--- src/rtl/msg_pkg.sv ---
// Shared constants, FSM encoding and byte-count widths for the message serializer.
// No logic; imported by msg_serializer and its output stage.
package msg_pkg;
    localparam int BEAT_BYTES    = 8;
    localparam int HDR_BYTES     = 2;
    localparam int LEN_BYTES     = 2;
    localparam int MSG_MAX_BYTES = 32;
    localparam int SLOT_MAX      = HDR_BYTES + LEN_BYTES + MSG_MAX_BYTES;

    typedef enum logic [1:0] {
        IDLE  = 2'd0,
        PACK  = 2'd1,
        FLUSH = 2'd2
    } state_e;

    // Slot byte counts cover count header + length field + largest payload.
    typedef logic [$clog2(SLOT_MAX + 1)-1:0]   slot_cnt_t;
    typedef logic [$clog2(BEAT_BYTES + 1)-1:0] beat_cnt_t;
endpackage

--- src/rtl/msg_serializer_axis_out.sv ---
// Registered AXI-Stream output stage: one-beat holding register, beat visible the cycle after load.
// Accepts a new beat when empty or when the held beat handshakes; fields hold while stalled.
module axis_out_reg
    import msg_pkg::*;
(
    input  logic                    clk,
    input  logic                    rst,
    input  logic                    in_vld,
    output logic                    in_rdy,
    input  logic [8*BEAT_BYTES-1:0] in_data,
    input  logic [BEAT_BYTES-1:0]   in_keep,
    input  logic                    in_last,
    input  logic                    in_user,
    output logic                    m_tvalid,
    input  logic                    m_tready,
    output logic [8*BEAT_BYTES-1:0] m_tdata,
    output logic [BEAT_BYTES-1:0]   m_tkeep,
    output logic                    m_tlast,
    output logic                    m_tuser
);
    assign in_rdy = !m_tvalid || m_tready;

    always_ff @(posedge clk) begin
        if (rst) begin
            m_tvalid <= 1'b0;
            m_tdata  <= '0;
            m_tkeep  <= '0;
            m_tlast  <= 1'b0;
            m_tuser  <= 1'b0;
        end else if (in_rdy) begin
            m_tvalid <= in_vld;
            m_tdata  <= in_vld ? in_data : '0;
            m_tkeep  <= in_vld ? in_keep : '0;
            m_tlast  <= in_vld & in_last;
            m_tuser  <= in_vld & in_user;
        end
    end
endmodule

--- src/rtl/msg_serializer.sv ---
// Packs whole messages into a 64-bit AXI-Stream packet: count, then per message length + payload, LE.
// First beat valid the cycle after accept; msg_ready depends only on registered state, never on m_tready.
module msg_serializer
    import msg_pkg::*;
#(
    parameter int MAX_MSG_BYTES = MSG_MAX_BYTES
) (
    input  logic                       clk,
    input  logic                       rst,
    input  logic                       msg_valid,
    output logic                       msg_ready,
    input  logic [15:0]                msg_count,
    input  logic [15:0]                msg_length,
    input  logic [8*MAX_MSG_BYTES-1:0] msg_data,
    input  logic                       msg_error,
    output logic                       m_tvalid,
    input  logic                       m_tready,
    output logic                       m_tlast,
    output logic [63:0]                m_tdata,
    output logic [7:0]                 m_tkeep,
    output logic                       m_tuser
);
    localparam int SLOT_BYTES = HDR_BYTES + LEN_BYTES + MAX_MSG_BYTES;

    state_e      state;
    logic [15:0] remaining;
    logic        pkt_err;
    logic        slot_vld, slot_last;
    slot_cnt_t   slot_len, slot_cur;
    logic [7:0]  slot_buf [SLOT_BYTES];
    logic [7:0]  res_buf  [BEAT_BYTES];
    beat_cnt_t   res_cnt;

    logic        accept, first, trunc, new_last, new_err;
    logic [15:0] len_field;
    slot_cnt_t   new_len;
    logic [7:0]  new_buf  [SLOT_BYTES];

    logic        active, step, issue, exhaust, beat_last, err_cur, src_last, out_rdy;
    slot_cnt_t   src_len, src_cur, avail, room, take, fill, idx;
    logic [7:0]  src_buf  [SLOT_BYTES];
    logic [7:0]  beat_byte [BEAT_BYTES];
    logic [63:0] beat_dat;
    logic [7:0]  beat_keep;

    assign msg_ready = !slot_vld && (state != FLUSH);
    assign accept    = msg_valid && msg_ready;

    // Incoming message rendered as its wire bytes: optional count header, length field, payload.
    always_comb begin
        first     = (state == IDLE);
        trunc     = msg_length > 16'(MAX_MSG_BYTES);
        len_field = trunc ? 16'(MAX_MSG_BYTES) : msg_length;
        for (int i = 0; i < SLOT_BYTES; i++) new_buf[i] = 8'h00;
        if (first) begin
            new_buf[0] = msg_count[7:0];
            new_buf[1] = msg_count[15:8];
            new_buf[2] = len_field[7:0];
            new_buf[3] = len_field[15:8];
            for (int i = 0; i < MAX_MSG_BYTES; i++) new_buf[4+i] = msg_data[8*i +: 8];
            new_len = slot_cnt_t'(len_field) + slot_cnt_t'(HDR_BYTES + LEN_BYTES);
        end else begin
            new_buf[0] = len_field[7:0];
            new_buf[1] = len_field[15:8];
            for (int i = 0; i < MAX_MSG_BYTES; i++) new_buf[2+i] = msg_data[8*i +: 8];
            new_len = slot_cnt_t'(len_field) + slot_cnt_t'(LEN_BYTES);
        end
        new_last = first ? (msg_count <= 16'd1) : (remaining == 16'd1);
        new_err  = (!first && pkt_err) | msg_error | trunc | (first && msg_count == 16'd0);
    end

    // A message accepted this cycle feeds the beat directly, saving a cycle of latency.
    always_comb begin
        for (int i = 0; i < SLOT_BYTES; i++) src_buf[i] = slot_vld ? slot_buf[i] : new_buf[i];
        src_len   = slot_vld ? slot_len : new_len;
        src_cur   = slot_vld ? slot_cur : '0;
        src_last  = slot_vld ? slot_last : new_last;
        err_cur   = slot_vld ? pkt_err : new_err;
        active    = slot_vld | accept;
        avail     = src_len - src_cur;
        room      = slot_cnt_t'(BEAT_BYTES) - slot_cnt_t'(res_cnt);
        take      = (avail < room) ? avail : room;
        fill      = slot_cnt_t'(res_cnt) + take;
        exhaust   = (take == avail);
        beat_last = src_last & exhaust;
        step      = active & out_rdy;
        issue     = step & ((fill == slot_cnt_t'(BEAT_BYTES)) | beat_last);
        beat_dat  = '0;
        beat_keep = '0;
        idx       = '0;
        for (int i = 0; i < BEAT_BYTES; i++) begin
            beat_byte[i] = 8'h00;
            idx = src_cur + slot_cnt_t'(i) - slot_cnt_t'(res_cnt);
            if (i < int'(res_cnt))
                beat_byte[i] = res_buf[i];
            else if (i < int'(fill) && int'(idx) < SLOT_BYTES)
                beat_byte[i] = src_buf[idx];
            beat_dat[8*i +: 8] = beat_byte[i];
            beat_keep[i]       = (i < int'(fill));
        end
    end

    always_ff @(posedge clk) begin
        if (accept) begin
            for (int i = 0; i < SLOT_BYTES; i++) slot_buf[i] <= new_buf[i];
        end
    end

    always_ff @(posedge clk) begin
        if (rst) begin
            state     <= IDLE;
            remaining <= '0;
            pkt_err   <= 1'b0;
            slot_vld  <= 1'b0;
            slot_last <= 1'b0;
            slot_len  <= '0;
            slot_cur  <= '0;
            res_cnt   <= '0;
            for (int i = 0; i < BEAT_BYTES; i++) res_buf[i] <= 8'h00;
        end else begin
            if (accept) begin
                pkt_err   <= new_err;
                remaining <= first ? ((msg_count == 16'd0) ? 16'd0 : msg_count - 16'd1)
                                   : remaining - 16'd1;
                if (first) state <= PACK;
            end
            if (step) begin
                if (issue) begin
                    res_cnt <= '0;
                end else begin
                    res_cnt <= beat_cnt_t'(fill);
                    for (int i = 0; i < BEAT_BYTES; i++) res_buf[i] <= beat_byte[i];
                end
                slot_vld  <= !exhaust;
                slot_cur  <= src_cur + take;
                slot_len  <= src_len;
                slot_last <= src_last;
                if (beat_last) state <= FLUSH;
            end else if (accept) begin
                slot_vld  <= 1'b1;
                slot_cur  <= '0;
                slot_len  <= new_len;
                slot_last <= new_last;
            end
            if (state == FLUSH && m_tvalid && m_tready && m_tlast) state <= IDLE;
        end
    end

    axis_out_reg u_out (
        .clk      (clk),
        .rst      (rst),
        .in_vld   (issue),
        .in_rdy   (out_rdy),
        .in_data  (beat_dat),
        .in_keep  (beat_keep),
        .in_last  (beat_last),
        .in_user  (beat_last & err_cur),
        .m_tvalid (m_tvalid),
        .m_tready (m_tready),
        .m_tdata  (m_tdata),
        .m_tkeep  (m_tkeep),
        .m_tlast  (m_tlast),
        .m_tuser  (m_tuser)
    );
endmodule

--- config.mk ---
export PLATFORM = sky130hd
export DESIGN_NAME = msg_serializer
export DESIGN_NICKNAME = d
export VERILOG_FILES = /design/src/rtl/msg_pkg.sv /design/src/rtl/msg_serializer_axis_out.sv /design/src/rtl/msg_serializer.sv
export SDC_FILE = /design/constraint.sdc
export NUM_CORES = 2
export LEC_CHECK = 0
export ABC_AREA = 0
export CAP_MARGIN = 10
export CORE_MARGIN = 2
export CORE_UTILIZATION = 40
export DETAILED_ROUTE_END_ITERATION = 16
export PLACE_DENSITY_LB_ADDON = 0.15
export SETUP_SLACK_MARGIN = 0.1
export SYNTH_ARGS = -nofsm -noshare
export SYNTH_HDL_FRONTEND = slang
export SYNTH_SLANG_ARGS = --single-unit
export TNS_END_PERCENT = 5
--- constraint.sdc ---
create_clock -name clk -period 18.77 [get_ports clk]
set_clock_uncertainty 0.2 [all_clocks]
set_input_delay 5.631 -clock clk [delete_from_list [all_inputs] [get_ports clk]]
set_output_delay 5.631 -clock clk [all_outputs]
set_load 0.02 [all_outputs]
==> impl_summary.md <==
STA
The max-slew headroom at the worst pin is 0.02036. Derived from the worst setup path, the maximum achievable clock frequency is 0.07115 GHz. The aggregate negative setup slack is 0 ns.

Once routing completed, OpenROAD measured the worst setup slack at 4.716 ns. The transition at the pin with the smallest max-transition slack is 1.469 ns. Setup repair after global routing left no endpoint under its margin. The number of hold-slack violations in the final timing report is 0. Setup violations remaining at the end of the flow were counted as 0. After layout, the minimum clock period comes to 14.05 ns. Of the available clock period, the critical path in the final layout requires 0.7487. The number of pins with negative max-slew slack in the final report is 0.

Cells and area
The most frequent standard cell in the layout excluding fill and tap cells is sky130_fd_sc_hd__nand2_1. In the final layout, the share of cells above drive strength 1 is 0.1177. The sequential cell area in the final layout is 0.01282 sq mm. The multi-input logic area is 0.02810 sq mm. Once layout is complete, the cells apart from fillers number 6697.

The number of inserted filler cells in the final layout is 10500. The net count reported at finish is 5593. From synthesis to final layout, the design area changed by 15.87%. In the layout the commonest cells are 1062 x sky130_fd_sc_hd__nand2_1, 392 x sky130_fd_sc_hd__nor2_1, 367 x sky130_fd_sc_hd__clkdlybuf4s50_1.

Synth
Yosys printed 0 warnings. The count of cell types in the netlist is 101. Synthesis produced a netlist with a net count of 5458. For this run, asynchronously set or reset flops after synthesis account for 0. After synthesis the cells add up to 0.04341 sq mm.

Among all flip-flop cells after synthesis, the most frequent one is sky130_fd_sc_hd__edfxtp_1. The average cell area after synthesis is 8.506 sq um. Yosys mapped a number of flops with a built-in enable equal to 352. The synthesized instance count is 5103.

Counting flops and latches in the post-synthesis netlist gives 464. The share of the Yosys chip area taken by registers is 0.2952.

Detailed routing
The initial DRC count is 8018. In this run the remaining antenna-violating nets after routing total 0. After detailed routing, the total wire length is 237100 um. The number of vias per cell is 6.943. The routed layout has 46500 vias. The DRC violation count after routing is 0. The iteration count of the initial detailed-routing pass is 9. The routed wirelength normalized by instance count is 35.41 um.

Global route
The total global routing overflow is 0. The total global routing track utilization is 0.4117. The via count of the first global-routing pass is 41530. The initial antenna violation count is 27. The first-pass GRT wire length is 328200 um. The maximum number of pins on one net before global-route repair is 200.

Critical path
The startpoint-to-endpoint class of the critical path is in2reg. The critical path required time is 19.18 ns. The worst stage delay on the critical path is 0.94 ns.

The element type at the critical path start is an input pin. In this run the worst path has a maximum fanout of 23. At the worst endpoint, the arrival time is 14.46 ns. The type of destination of the critical path is a flip-flop. The master of the slowest instance on the critical path is sky130_fd_sc_hd__nor3_4.

Floorplanning
The height of the die is 333.4 um. The row count is 120. 369 I/O pins were placed. The initial utilization of the core area, before any placement, comes to 0.4043. In this run the horizontal extent of the chip is 333.4 um. The overall die area is 0.1112 sq mm. The region available for standard cell placement spans 0.1074 sq mm.

Clock network
The root buffer selected by CTS is sky130_fd_sc_hd__clkbuf_16. TritonCTS built the clock tree. The hold buffer count at cts is 0. The number of H-tree levels is 2.

The clock-pin slew on the worst setup and hold paths is 0.06 ns. The number of buffers inserted to repair setup after CTS is 0. The total CTS buffers is 57. The count of instances resized after the clock tree is built is 0. The clock tree buffer depth is 3. The number of clock sinks is 464. The later pin in the worst-skew pair is clocked with a latency of 0.68 ns.

Min path
The type of the worst min-delay path is reg2reg.

Placement
At the end of routability-driven placement, the weighted congestion stood at 1.153. The wire-length estimate of the detail-placed layout is 177000 um. Before CTS, the worst setup slack after placement is 4.132 ns.

The port buffer count is 368. Counting tap cells, the placed design contains a total of 6580 instances.

Outcome
The flow ran to the end, and the final reports show no timing, DRC or antenna violations.

Run
The max-capacitance violation count is 0.
## path summary, 6_finish.rpt
kind | end | slack, ns | cells past startpoint | startpoint
min | u_out.m_tdata[14]$_SDFFE_PP0N_ | 0.25 | 2 | u_out.m_tdata[14]$_SDFFE_PP0N_
min reg2reg | u_out.m_tdata[14]$_SDFFE_PP0N_ | 0.25 | 2 | u_out.m_tdata[14]$_SDFFE_PP0N_
max reg2reg | u_out.m_tdata[52]$_SDFFE_PP0N_ | 9.92 | 24 | state[1]$_SDFF_PP0_
max | u_out.m_tdata[52]$_SDFFE_PP0N_ | 4.72 | 30 | msg_length[9]
## synth_stat cells (51+ instances only)
cell type | number | area (sq um)
sky130_fd_sc_hd__inv_1 | 162 | 608.1
sky130_fd_sc_hd__or4_1 | 57 | 427.9
sky130_fd_sc_hd__mux2i_1 | 192 | 1922
sky130_fd_sc_hd__o311ai_0 | 52 | 455.4
sky130_fd_sc_hd__clkbuf_1 | 233 | 874.6
sky130_fd_sc_hd__a221oi_1 | 176 | 1541
sky130_fd_sc_hd__nand2_1 | 1062 | 3986
sky130_fd_sc_hd__o22ai_1 | 69 | 431.7
sky130_fd_sc_hd__nand2b_1 | 67 | 419.2
sky130_fd_sc_hd__nor4_1 | 134 | 838.3
sky130_fd_sc_hd__o21ai_0 | 192 | 960.9
sky130_fd_sc_hd__mux2_2 | 82 | 923.4
sky130_fd_sc_hd__buf_2 | 155 | 775.7
sky130_fd_sc_hd__nor2b_1 | 108 | 675.7
sky130_fd_sc_hd__mux4_2 | 190 | 4279
sky130_fd_sc_hd__nor3_1 | 98 | 490.5
sky130_fd_sc_hd__nor2_1 | 394 | 1479
sky130_fd_sc_hd__a21oi_1 | 158 | 790.8
sky130_fd_sc_hd__nand3_1 | 51 | 255.2
sky130_fd_sc_hd__nor4b_1 | 77 | 674.4
sky130_fd_sc_hd__edfxtp_1 | 352 | 10570
sky130_fd_sc_hd__dfxtp_1 | 112 | 2242
## flip-flops by register name, summed over array words and instances, names as in the netlist
| signal | count |
|---|---|
| state | 2 |
| pkt_err | 1 |
| u_out.m_tdata | 64 |
| u_out.m_tlast | 1 |
| res_cnt | 4 |
| slot_len | 6 |
| slot_vld | 1 |
| slot_cur | 6 |
| slot_buf | 288 |
| slot_last | 1 |
| u_out.m_tkeep | 8 |
| remaining | 16 |
| u_out.m_tvalid | 1 |
| u_out.m_tuser | 1 |
| res_buf | 64 |
## per-stage QoR
step / area (sq um) / hold slack, ns / util
6_report: 50300 / 0.2456 / 0.4685
4_1_cts: 50260 / 0.2492 / 0.4682
5_1_grt: 50280 / 0.2684 / 0.4684
2_1_floorplan: 43410 / 0.2319 / -
3_5_place_dp: 48370 / 0.2410 / 0.4506
3_3_place_gp: 48370 / 0.2365 / 0.4506
## area by class of cell
| cell class | count | share of cell area |
|---|---|---|
| clock buffers | 70 | 0.03032 |
| diodes | 9 | 0.0004478 |
| repair buffers | 541 | 0.1004 |
| well taps | 1403 | 0.03490 |
| multi-input cells | 4004 | 0.5586 |
| clock inverters | 36 | 0.007314 |
| inverters | 170 | 0.01306 |
| flip-flops and latches | 464 | 0.2550 |
## layer usage
metal / up-vias / wire length, um / track usage
li1: 19610 / - / -
met2: 3382 / 96650 / 0.5800
met1: 22810 / 96290 / 0.5657
met5: - / 291 / 0
met3: 662 / 30570 / 0.1363
met4: 40 / 13330 / 0.1924
## kinds of logic (layout without fill, tap and decap cells)
logic type,after synthesis,count (layout),share of synthesized area
AND/OR/NAND/NOR,2222,2222,0.2413
flip-flops,464,464,0.2952
adder cells (fa/ha/maj),62,62,0.02012
multiplexers,465,465,0.1646
XOR/XNOR,67,67,0.01427
AO/OA/AOI/OAI,1188,1188,0.2004
buffers and inverters,635,817,0.06405
other,0,9,0
## worst max-delay path, delay by kind of cell
family                   cells  cell delay (ns)
XOR/XNOR                     2             0.58
AND/OR/NAND/NOR             10             3.39
adder cells (fa/ha/maj)      4             1.37
multiplexers                 1             0.22
buffers and inverters        4             0.94
AO/OA/AOI/OAI                9             2.32
Power is not shown: default switching activity piles up to over one toggle a cycle in this logic, so the estimate is an artifact.
